`config.mk`:
```
export PLATFORM = sky130hd
export DESIGN_NAME = alu_arbiter
export DESIGN_NICKNAME = d
export VERILOG_FILES = /design/src/rtl/alu_arbiter_defs.sv /design/src/rtl/alu_arbiter_pkg.sv /design/src/rtl/alu_arbiter_rr_arbiter_2.sv /design/src/rtl/alu_arbiter.sv
export SDC_FILE = /design/constraint.sdc
export NUM_CORES = 1
export LEC_CHECK = 0
export ABC_AREA = 1
export CORE_AREA = 2 2 160 84
export CTS_BUF_LIST = sky130_fd_sc_hd__clkbuf_8
export DETAILED_ROUTE_END_ITERATION = 12
export DIE_AREA = 0 0 162 86
export GPL_TIMING_DRIVEN = 1
export PLACE_DENSITY = 0.87
export SLEW_MARGIN = 40
export SYNTH_ARGS = -nofsm -noshare
export SYNTH_HDL_FRONTEND = slang
export SYNTH_SLANG_ARGS = --single-unit
```
`constraint.sdc`:
```
create_clock -name clk -period 2.5 [get_ports clk]
set_clock_uncertainty 0.15 [all_clocks]
set_input_delay 0.5 -clock clk [delete_from_list [all_inputs] [get_ports clk]]
set_output_delay 0.5 -clock clk [all_outputs]
set_load 0.1 [all_outputs]
```
`src/rtl/alu_arbiter_defs.sv`:
```
// Shared ALU command and arbiter FSM state encodings for the ALU bench and control unit.
// No logic: macro definitions only, guarded against double inclusion.
// Values must stay in step with the localparams in alu_arbiter_pkg.
`ifndef ALU_ARBITER_DEFS_SV
`define ALU_ARBITER_DEFS_SV

`define ALU_CMD_ADD  3'd0
`define ALU_CMD_SUB  3'd1
`define ALU_CMD_XOR  3'd2
`define ALU_CMD_SLT  3'd3
`define ALU_CMD_AND  3'd4
`define ALU_CMD_NAND 3'd5
`define ALU_CMD_NOR  3'd6
`define ALU_CMD_OR   3'd7

`define ALU_ST_IDLE  2'd0
`define ALU_ST_EXEC  2'd1
`define ALU_ST_RESP  2'd2

`endif

```
`src/rtl/alu_arbiter_pkg.sv`:
```
// Types and constants shared by the ALU arbiter and its round-robin grant logic.
// No latency: declarations only.
// No flow control: declarations only.
package alu_arbiter_pkg;

   // ALU command encodings; mirrored by the `ALU_CMD_* macros.
   localparam int CMD_W = 3;
   localparam logic [CMD_W-1:0] CMD_ADD  = 3'd0;
   localparam logic [CMD_W-1:0] CMD_SUB  = 3'd1;
   localparam logic [CMD_W-1:0] CMD_XOR  = 3'd2;
   localparam logic [CMD_W-1:0] CMD_SLT  = 3'd3;
   localparam logic [CMD_W-1:0] CMD_AND  = 3'd4;
   localparam logic [CMD_W-1:0] CMD_NAND = 3'd5;
   localparam logic [CMD_W-1:0] CMD_NOR  = 3'd6;
   localparam logic [CMD_W-1:0] CMD_OR   = 3'd7;

   // Settle counter width; SETTLE_CYCLES is limited to 1..15.
   localparam int CNT_W = 4;

   // FSM states; mirrored by the `ALU_ST_* macros.
   typedef enum logic [1:0] {
      ST_IDLE = 2'd0,
      ST_EXEC = 2'd1,
      ST_RESP = 2'd2
   } state_t;

   // Counter preload for a given settle time (counts down to zero).
   function automatic logic [CNT_W-1:0] settle_preload(input int settle);
      return CNT_W'(settle - 1);
   endfunction

endpackage

```
`src/rtl/alu_arbiter_rr_arbiter_2.sv`:
```
// Two-way round-robin grant: one-hot grant, the port not granted last wins a tie.
// Latency: purely combinational.
// Backpressure: en=0 forces the grant to zero.
module rr_arbiter_2 (
   input  logic       vld0,
   input  logic       vld1,
   input  logic       ptr,
   input  logic       en,
   output logic [1:0] gnt
);

   // Grant the sole requester, or on a tie the port other than ptr.
   always_comb begin
      gnt = 2'b00;
      if (en) begin
         if (vld0 && vld1) begin
            gnt = ptr ? 2'b01 : 2'b10;
         end else if (vld0) begin
            gnt = 2'b01;
         end else if (vld1) begin
            gnt = 2'b10;
         end
      end
   end

endmodule

```
`src/rtl/alu_arbiter.sv`:
```
// Shares one external combinational ALU between two requesters, round-robin.
// Latency: accept in cycle T gives rsp_valid in cycle T+SETTLE_CYCLES+1.
// Backpressure: one op in flight; no ready until the response is taken.
module alu_arbiter
   import alu_arbiter_pkg::*;
#(
   parameter int WIDTH         = 32,
   parameter int SETTLE_CYCLES = 2    // 1..15
) (
   input  logic             clk,
   input  logic             rst_n,
   input  logic             req0_valid,
   output logic             req0_ready,
   input  logic [WIDTH-1:0] req0_a,
   input  logic [WIDTH-1:0] req0_b,
   input  logic [2:0]       req0_cmd,
   input  logic             req1_valid,
   output logic             req1_ready,
   input  logic [WIDTH-1:0] req1_a,
   input  logic [WIDTH-1:0] req1_b,
   input  logic [2:0]       req1_cmd,
   output logic [WIDTH-1:0] alu_a,
   output logic [WIDTH-1:0] alu_b,
   output logic [2:0]       alu_cmd,
   input  logic [WIDTH-1:0] alu_result,
   input  logic             alu_carryout,
   input  logic             alu_zero,
   input  logic             alu_overflow,
   output logic             rsp_valid,
   input  logic             rsp_ready,
   output logic             rsp_id,
   output logic [WIDTH-1:0] rsp_result,
   output logic             rsp_carryout,
   output logic             rsp_zero,
   output logic             rsp_overflow
);

   localparam logic [CNT_W-1:0] CNT_INIT = settle_preload(SETTLE_CYCLES);

   state_t           state_q;
   state_t           state_d;
   logic             ptr_q;       // last granted port
   logic             live_q;      // rst_n has been high for at least one edge
   logic [CNT_W-1:0] cnt_q;
   logic             id_q;
   logic [1:0]       gnt;
   logic             arb_en;
   logic             load;
   logic             capture;

   // Grants are only offered in IDLE, and never on the first edge after reset.
   assign arb_en = (state_q == ST_IDLE) && live_q;

   rr_arbiter_2 u_rr (
      .vld0 (req0_valid),
      .vld1 (req1_valid),
      .ptr  (ptr_q),
      .en   (arb_en),
      .gnt  (gnt)
   );

   assign req0_ready = gnt[0];
   assign req1_ready = gnt[1];

   // State register.
   always_ff @(posedge clk or negedge rst_n) begin
      if (!rst_n) begin
         state_q <= ST_IDLE;
      end else begin
         state_q <= state_d;
      end
   end

   // Next-state logic and the accept/capture strobes.
   always_comb begin
      state_d = state_q;
      load    = 1'b0;
      capture = 1'b0;
      case (state_q)
         ST_IDLE: begin
            // A grant is only raised for a valid port, so any grant is a handshake.
            if (gnt != 2'b00) begin
               load    = 1'b1;
               state_d = ST_EXEC;
            end
         end
         ST_EXEC: begin
            if (cnt_q == '0) begin
               capture = 1'b1;
               state_d = ST_RESP;
            end
         end
         ST_RESP: begin
            if (rsp_ready) begin
               state_d = ST_IDLE;
            end
         end
         default: begin
            state_d = ST_IDLE;
         end
      endcase
   end

   // Post-reset gate: keeps ready low until the first edge with rst_n high.
   always_ff @(posedge clk or negedge rst_n) begin
      if (!rst_n) begin
         live_q <= 1'b0;
      end else begin
         live_q <= 1'b1;
      end
   end

   // Round-robin pointer and requester id follow each accept.
   always_ff @(posedge clk or negedge rst_n) begin
      if (!rst_n) begin
         ptr_q <= 1'b1;
         id_q  <= 1'b0;
      end else if (load) begin
         ptr_q <= gnt[1];
         id_q  <= gnt[1];
      end
   end

   // Settle counter: preload on accept, count down to zero in EXEC.
   always_ff @(posedge clk or negedge rst_n) begin
      if (!rst_n) begin
         cnt_q <= '0;
      end else if (load) begin
         cnt_q <= CNT_INIT;
      end else if ((state_q == ST_EXEC) && (cnt_q != '0)) begin
         cnt_q <= cnt_q - 1'b1;
      end
   end

   // ALU operand registers: loaded from the granted port, held until the next accept.
   always_ff @(posedge clk or negedge rst_n) begin
      if (!rst_n) begin
         alu_a   <= '0;
         alu_b   <= '0;
         alu_cmd <= '0;
      end else if (load) begin
         alu_a   <= gnt[1] ? req1_a   : req0_a;
         alu_b   <= gnt[1] ? req1_b   : req0_b;
         alu_cmd <= gnt[1] ? req1_cmd : req0_cmd;
      end
   end

   // Response payload: sampled once from the ALU when the settle time expires.
   always_ff @(posedge clk or negedge rst_n) begin
      if (!rst_n) begin
         rsp_id       <= 1'b0;
         rsp_result   <= '0;
         rsp_carryout <= 1'b0;
         rsp_zero     <= 1'b0;
         rsp_overflow <= 1'b0;
      end else if (capture) begin
         rsp_id       <= id_q;
         rsp_result   <= alu_result;
         rsp_carryout <= alu_carryout;
         rsp_zero     <= alu_zero;
         rsp_overflow <= alu_overflow;
      end
   end

   // Response valid: set on capture, cleared by the consumer handshake.
   always_ff @(posedge clk or negedge rst_n) begin
      if (!rst_n) begin
         rsp_valid <= 1'b0;
      end else if (capture) begin
         rsp_valid <= 1'b1;
      end else if ((state_q == ST_RESP) && rsp_ready) begin
         rsp_valid <= 1'b0;
      end
   end

endmodule

```
; ---- Yosys cells after proc, flatten, opt, wreduce, memory -nomap -nowiden
; Cells that the tools add are included.
; W data, S select, Z words.
[totals]
reg_bits = 113
input_bits = 174
elab_cells = 51
[op_classes]
n_addsub = 1
eq_ne = 5
muxes = 20
n_reduce_logical = 11
[ops]
columns = op, n
row1 = $mux W32, 2
row2 = $mux W2, 8
row3 = $mux W4, 2
row4 = $mux W1, 6
row5 = $pmux W2 S3, 1
row6 = $reduce_bool A2 Y1, 3
row7 = $logic_and A1 B1 Y1, 4
row8 = $logic_not A4 Y1, 1
row9 = $ne A2 B2 Y1 const B, 2
row10 = $reduce_bool A4 Y1, 1
row11 = $sub A4 B1 Y4 const B, 1
row12 = $mux W3, 1
row13 = $reduce_and A3 Y1, 1
row14 = $eq A2 B1 Y1 const B, 1
row15 = $eq A2 B2 Y1 const B, 1
row16 = $logic_not A2 Y1, 1
row17 = $ne A2 B1 Y1 const B, 1

; ---- Longest topological paths before layout
; Gate-level depths: netlist (run 1).
[logic_depth]
ltp_word = 8
mapped_depth = 9

; ---- Hierarchy
; A second synthesis (run 1) with hierarchy kept.
[unflattened]
hier_cells = 645
area_unflattened_um2 = 5200.0
[modules_own_cells]
columns = module, instances, cells_per_inst, area_each_um2, seq_area_each_um2
row1 = alu_arbiter, 1, 640, 5178.7, 2829.0
row2 = rr_arbiter_2, 1, 5, 21.3, 0.0

; ---- Worst setup path after synthesis (run 1)
; No wires, ideal clock.
[synth_path]
path_kind = reg-to-output
startpoint = register state_q[1]
endpoint = output port req0_ready
arrival_ns = 2.239
setup_slack_ns = -0.389
stages_incl_launch_ff = 6
path_buffers = 0
cell_sequence = dfrtp_1 > inv_2 > nand2_1 > nor2_4 > nand2_1 > a21oi_1
[synth_via]
elab_chain_cells = 3
[synth_lines]
columns = item, line
row1 = start: declaration, alu_arbiter.sv:40  ; state_t state_q;
row2 = start signal: assignment, alu_arbiter.sv:70  ; state_q <= state_d;
row3 = $logic_not A2 Y1, alu_arbiter.sv:52  ; assign arb_en = (state_q == ST_IDLE) && live_q;
row4 = $logic_and A1 B1 Y1, alu_arbiter.sv:52
row5 = $mux W2, alu_arbiter_rr_arbiter_2.sv:15  ; if (en) begin
row6 = end: declaration, alu_arbiter.sv:13  ; output logic req0_ready,
; Every way passes these cells.

; ---- Worst setup path after layout (run 1)
[layout_path]
startpoint = input port req0_valid
endpoint = output port req1_ready
[layout_via]
elab_chain_cells = 3
word_cells_on_any_way = 4
cone_classes = 3 x mux / 1 x reduce/logical
[layout_lines]
columns = item, line
row1 = start: declaration, alu_arbiter.sv:12  ; input logic req0_valid,
row2 = $mux W2 or $logic_and A1 B1 Y1 (tied branches), "alu_arbiter_rr_arbiter_2.sv:18, alu_arbiter_rr_arbiter_2.sv:16"
row3 = $mux W2 (*), alu_arbiter_rr_arbiter_2.sv:16  ; if (vld0 && vld1) begin
row4 = $mux W2 (*), alu_arbiter_rr_arbiter_2.sv:15
row5 = end: declaration, alu_arbiter.sv:18  ; output logic req1_ready,
; Every way passes the cells marked *; elsewhere a longest branch is shown, timed or not.

==> results of run 1 <==
[metal layers]
metal	GRT usage	share of wire	vias up
li1	-	-	2742
met1	0.337	0.44	2579
met2	0.416	0.46	247
met3	0.0745	0.086	20
met4	0.0628	0.012	0
met5	0	0	-
[layout by cell type (no fill, tap or decap), drive strengths merged, types with 2 or more instances in the layout]
cell type      Yosys  layout
nor2               4       4
dfrtp            112     112
clkdlybuf4s50      0     172
a21oi              3       3
nand2            391     391
o21ai             39      39
bufinv             0       5
clkinv             0       3
ha                 2       2
inv               47      51
buf               35     119
clkinvlp           0       2
clkbuf             8      18
nand3             74      74
[layout make-up]
type,instances,area share
Tap cell,170,0.0247
Sequential cell,113,0.329
Clock buffer,18,0.0288
Inverter,47,0.0205
Clock inverter,14,0.0263
Timing Repair Buffer,292,0.320
Multi-Input combinational cell,516,0.251
[worst paths after layout]
check / to / depth (start not counted) / start
max reg2reg: rsp_result[24] / 6 / cnt_q[0]
max: req1_ready / 5 / req0_valid
min in group clk: alu_a[31] / 2 / alu_a[31]
max in group asynchronous: alu_b[31] / 3 / rst_n
min reg2reg: alu_a[31] / 2 / alu_a[31]
min: alu_a[14] / 2 / rst_n
[state kept, by name (all words and copies together) (netlist names)]
register,count
rsp_result,32
rsp_zero,1
alu_cmd,3
alu_b,32
id_q,1
alu_a,32
rsp_id,1
cnt_q,4
rsp_overflow,1
ptr_q,1
rsp_valid,1
state_q,2
rsp_carryout,1
live_q,1
[cells in the mapped netlist, types with 2 or more instances]
library cell and count:
ha_1 2, nor2_1 3, inv_1 46, dfrtp_1 112
o21ai_0 38, clkbuf_1 8, buf_2 20, buf_4 13
a21oi_1 2, nand2_1 390, nand3_1 74
[stage by stage]
stage	setup slack, ps	instances	hold slack [ps]	util	cell area (µm²)
6_report	204	1170	287	0.693	8600
3_5_place_dp	145	1137	173	0.654	8120
2_1_floorplan	207	719	54.4	-	5400
5_1_grt	119	1170	268	0.693	8600
4_1_cts	200	1170	257	0.693	8600
3_3_place_gp	219	1137	171	0.654	8120
[worst max-delay path, delay by kind of cell]
kind	cells	cell delay (ps)
and+or+nand+nor	1	90
AOI/OAI and AO/OA	1	250
buffers and inverters	3	800
[cell families (layout without fill, tap and decap cells)]
logic type | after synthesis | in the layout
xor+xnor | 1 | 1
flops | 113 | 113
compound gates | 43 | 43
buf+inv | 90 | 371
fa+ha+maj | 2 | 2
other cells | 1 | 1
simple gates | 469 | 469
[repair_timing]
| action | CTS | global route |
|---|---|---|
| buffers inserted | 0 | 0 |
| resized for setup | 0 | 0 |
| hold buffers | 1 | 0 |
| hold endpoints to repair | 4 | 0 |
==> metrics.txt, run 1 <==
CTS root buffer clkbuf_8; Post-Synthesis Cells ~720; Unique masters post-synth 22; Worst Hold Class input port to async pin; Synthesis Warnings 0; Critical Setup Path Class input port to output pin; CP arrival ~1700 ps; clock slew at reported path FFs ~80 ps; clk sinks between 100 and 150; Final nets 1163; mux share of post-synthesis cell area 0; Post-Synth Adder-Cell Area 0.00464; final worst path period need 2300 ps; max incr delay on CP about 520 ps; DIE HEIGHT roughly 86 µm; r2r setup slk between 600 and 700 ps; Iter 0 DRT Violations about 450; synth top area cells dfrtp_1, nand2_1, nand3_1; final hold vios 0; Most used DFF post-synth dfrtp_1; Detail Placement HPWL 12100 µm; Via Count 5588; unrepaired setup endpoints after global routing no; Async SR Flop Fraction 1.00; Slew Viols, Final 0; Syn Std Cell Area roughly 5400 µm²; antenna violations before repair 0; Synth area leader dfrtp_1; H-tree depth 4; Wirelength per Cell about 15 µm; routability congestion estimate 0.817; first-pass GRT wire length about 28000 µm; critical path peak fanout 5; DRT Pass-1 Iters 5; antenna diode count 0; worst path cell trace clkdlybuf4s50_1, a21oi_4, nand2_4, inv_1, buf_12; max_cap viols 0; Sequential cell area between 2000 and 3000 µm²; Die Width between 150 and 200 µm; die area between 10000 and 15000 µm²; Core Box Area ~12000 µm²; detailed-route wire length about 17000 µm; layout cell share with drive strength beyond 1 0.160; clock latency on the worst-skew pair a little over 400 ps; DRC Markers 0; I/O pin count 280; worst endpoint required time between 1500 and 2000 ps; Post-synth EDFFs 0; Post-Synthesis Mean Instance Area between 7 and 8 µm²; Initial Utilization 0.435; largest net degree at the start of global routing around 80; Multi-input gate area 2160 µm²; Buffers on Ports around 280; Fillers 1007; vias in the first global route 5506; setup TNS 0 ps; Longest Clk Path Bufs 2; Synth Net Count 895; row count 29; slowest CP cell clkdlybuf4s50_1; GRT Overall Usage 0.254; sequential fraction of the synthesis area 0.524; Synth top area share 0.520; Period Utilization, post-route 0.918; Final Setup Violations 0; outcome finished, final reports clean; FMAX 0.436 GHz; antenna-violating nets left 0; endpoint class of the critical path output pin; XOR/XNOR share of the synthesized area 0.00162; post-synthesis compound-gate area fraction 0.0445; largest family of logic cells by synthesized area simple AND/OR/NAND/NOR gates; startpoint types input port; vias per cell about 4.8; Inserted Clock Buffers 17; register bit count reported by yosys roughly 110; simple logic cell fraction of the synthesized area 0.346; TritonCTS clock tree done; GRT overflow 0; Area growth syn-to-layout 59.4%
Power of run 1 is left out: the tool's default activity adds up to more than one toggle a clock period on the data nets, which glitch-free logic cannot reach.
==> run 2: changes to the inputs <==
Settings changed: CORE_AREA 2 2 160 84 to 2 2 157 82, DIE_AREA 0 0 162 86 to 0 0 159 84, PLACE_DENSITY 0.87 to 0.88, SYNTH_HIERARCHICAL from default to 1.
==> run 2 against run 1 <==
- the run now ends with negative hold slack left
- cell count shrank 6.3%
- synthesized area down 3.6%
- non-clock buffer count down 3
- maximum frequency fell by 2.5%
- critical endpoint is now req0_ready
==> metrics.txt, run 2 <==
worst endpoint required time 1850 ps (about the same); final hold vios 5 (+5); antenna-violating nets left 0 (unchanged); Synth top area share 0.539 (+0.0194); Post-Place Setup Slack 152 ps (+6.95 ps); Largest regs alu_a x32, alu_b x32, rsp_result x32; GRT overflow 0 (unchanged); critical path peak fanout 4 (-1); Final nets 1091 (-6.2%); reg2reg start state_q[1]; Worst Hold Class input port to async pin; routability congestion estimate 0.840 (+2.9%); Unique masters post-synth 21 (-4.5%); antenna violations before repair 0 (unchanged); Buffers on Ports 279 (unchanged); Async SR Flop Fraction 1.00 (unchanged); Post-Synthesis Mean Instance Area 8.06 µm² (+7.5%); commonest non-fill, non-tap cell in the layout nand2_1; Slew Viols, Final 0 (unchanged); unrepaired setup endpoints after global routing no; detailed-route wire length 15100 µm (-12%); most frequent cells after synthesis nand2_1, dfrtp_1, inv_1, o21ai_0, o21ai_1; Post-Synthesis Cells 645 (-10%); vias in the first global route 4705 (-15%); Iter 0 DRT Violations 338 (-24%); Syn Std Cell Area 5200 µm² (-3.6%); final worst path period need 2350 ps (+58.2 ps); Critical Setup Path Class register to output pin; Core Box Area 12200 µm² (-1.8%); GRT Overall Usage 0.228 (-0.0263); Synth area leader dfrtp_1; I/O pin count 280 (unchanged); Synth Net Count 821 (-8.3%); Worst Tran Pin Value 611 ps; Detail Placement HPWL 11400 µm (-5.8%); vias per cell 4.51 (-5.5%); DRT Pass-1 Iters 5 (unchanged); largest net degree at the start of global routing 114 (+41%); commonest cells after routing, fill and taps aside nand2_1, clkdlybuf4s50_1, inv_1, dfrtp_1, buf_4; synth top area cells dfrtp_1, nand2_1, o21ai_0; clk sinks 113 (unchanged); TritonCTS clock tree done; Synthesis Warnings 6 (+6); sequential fraction of the synthesis area 0.544 (+0.0196); Period Utilization, post-route 0.942 (+0.0233); H-tree depth 4 (unchanged); Initial Utilization 0.427 (-0.00815); Post-synth EDFFs 0 (unchanged); Fillers 1022 (+1.5%); endpoint class of the critical path output pin; top-count cell post-synth nand2_1; Most used DFF post-synth dfrtp_1; Setup crit start state_q[1]; Inserted Clock Buffers 17 (unchanged); DRC Markers 0 (unchanged); startpoint types register; Final Setup Violations 0 (unchanged); first-pass GRT wire length 23900 µm (-14%); antenna diode count 0 (unchanged); Area growth syn-to-layout 59.7%; CP arrival 1700 ps (+50 ps); FMAX 0.425 GHz (-2.5%); Longest Clk Path Bufs 2 (unchanged); clock latency on the worst-skew pair 410 ps (about the same); Die Width 159 µm (-1.9%); violated checks negative hold slack; row count 29 (unchanged); worst hold margin -9.27 ps (-296 ps); CTS root buffer clkbuf_8; clock slew at reported path FFs 70 ps (about the same); setup ws final 146 ps (-58.2 ps); relative slew slack 0.592; setup TNS 0 ps (unchanged); die area 13400 µm² (-4.1%); layout cell share with drive strength beyond 1 0.166 (+0.00631); Via Count 4946 (-11%); DIE HEIGHT 84 µm (-2.3%); Wirelength per Cell 13.8 µm (-6.6%); register bit count reported by yosys 113 (unchanged); outcome finished, violations left; max_cap viols 0 (unchanged)
run 2: cell count changes in the layout (fill, tap and decap cells not counted), sizes merged, moves of 2 or more:
cell	delta
nand2	-204
bufinv	-2
o21ai	+134
buf	-2
nand3	-66
inv	+62
run 2: repair_timing:
action,in CTS,in global routing
resized for setup,0,1
setup endpoints to repair,1,1
hold endpoints to repair,0,0
hold buffers,0,0
buffers inserted,1,1
run 2: worst paths after layout:
| check | end | slack (ps) | cells after the start |
|---|---|---|---|
| min in group clk | alu_b[4] | 340 | 2 |
| max in group asynchronous | state_q[0] | 1720 | 2 |
| worst max-delay path | req0_ready | 150 | 6 |
| worst max register to register | alu_b[21] | 390 | 9 |
| worst min register to register | alu_b[4] | 340 | 2 |
| worst min-delay path | rsp_result[15] | -9 | 2 |
run 2: stage by stage:
stage	hold WS [ps]	area (µm²)	std cells	util
after floorplan	54.4	5230	645	-
after global placement	319	7880	1064	0.647
after detailed placement	326	7880	1064	0.647
after CTS	22.8	8290	1095	0.680
after global routing	50.3	8310	1096	0.681
final	-9.27	8310	1096	0.681
run 2: final cells by class:
cell class,instances,area [µm²],share of cell area
clock buffer,19,262,0.0315
inverter,112,420,0.0506
sequential,113,2830,0.341
timing repair buffer,289,2700,0.325
multi-input combinational,382,1740,0.210
clock inverter,11,140,0.0169
tap,170,213,0.0256
run 2: cell families (layout without fill, tap and decap cells):
kind of cell               Yosys count  count (layout)  share of synthesized area
buffers and inverters              150             431                      0.127
DFF                                113             113                      0.544
other                                1               1                   0.000721
adders and majority gates            2               2                    0.00481
AOI/OAI and AO/OA                  177             177                      0.173
xor gates and xnor gates             1               1                    0.00168
and+or+nand+nor                    201             201                      0.148
run 2: critical path, cell delays in order (launching register included):
cell     delay (ps)
dfrtp_1         450
nor2_4          170
inv_1            50
nor2_1          130
nand2_1         120
a21oi_4         170
buf_12          190
run 2: routing by layer:
layer / part of all wire / routed length (µm) / GRT usage / vias to the layer above
met1: 0.43 / 6440 / 0.284 / 2241
met4: 0.011 / 167 / 0.0686 / 0
met2: 0.48 / 7240 / 0.379 / 158
li1: - / - / - / 2533
met3: 0.085 / 1290 / 0.0780 / 14
met5: 0 / 0 / 0 / -
Power of run 2 is left out for the same reason.
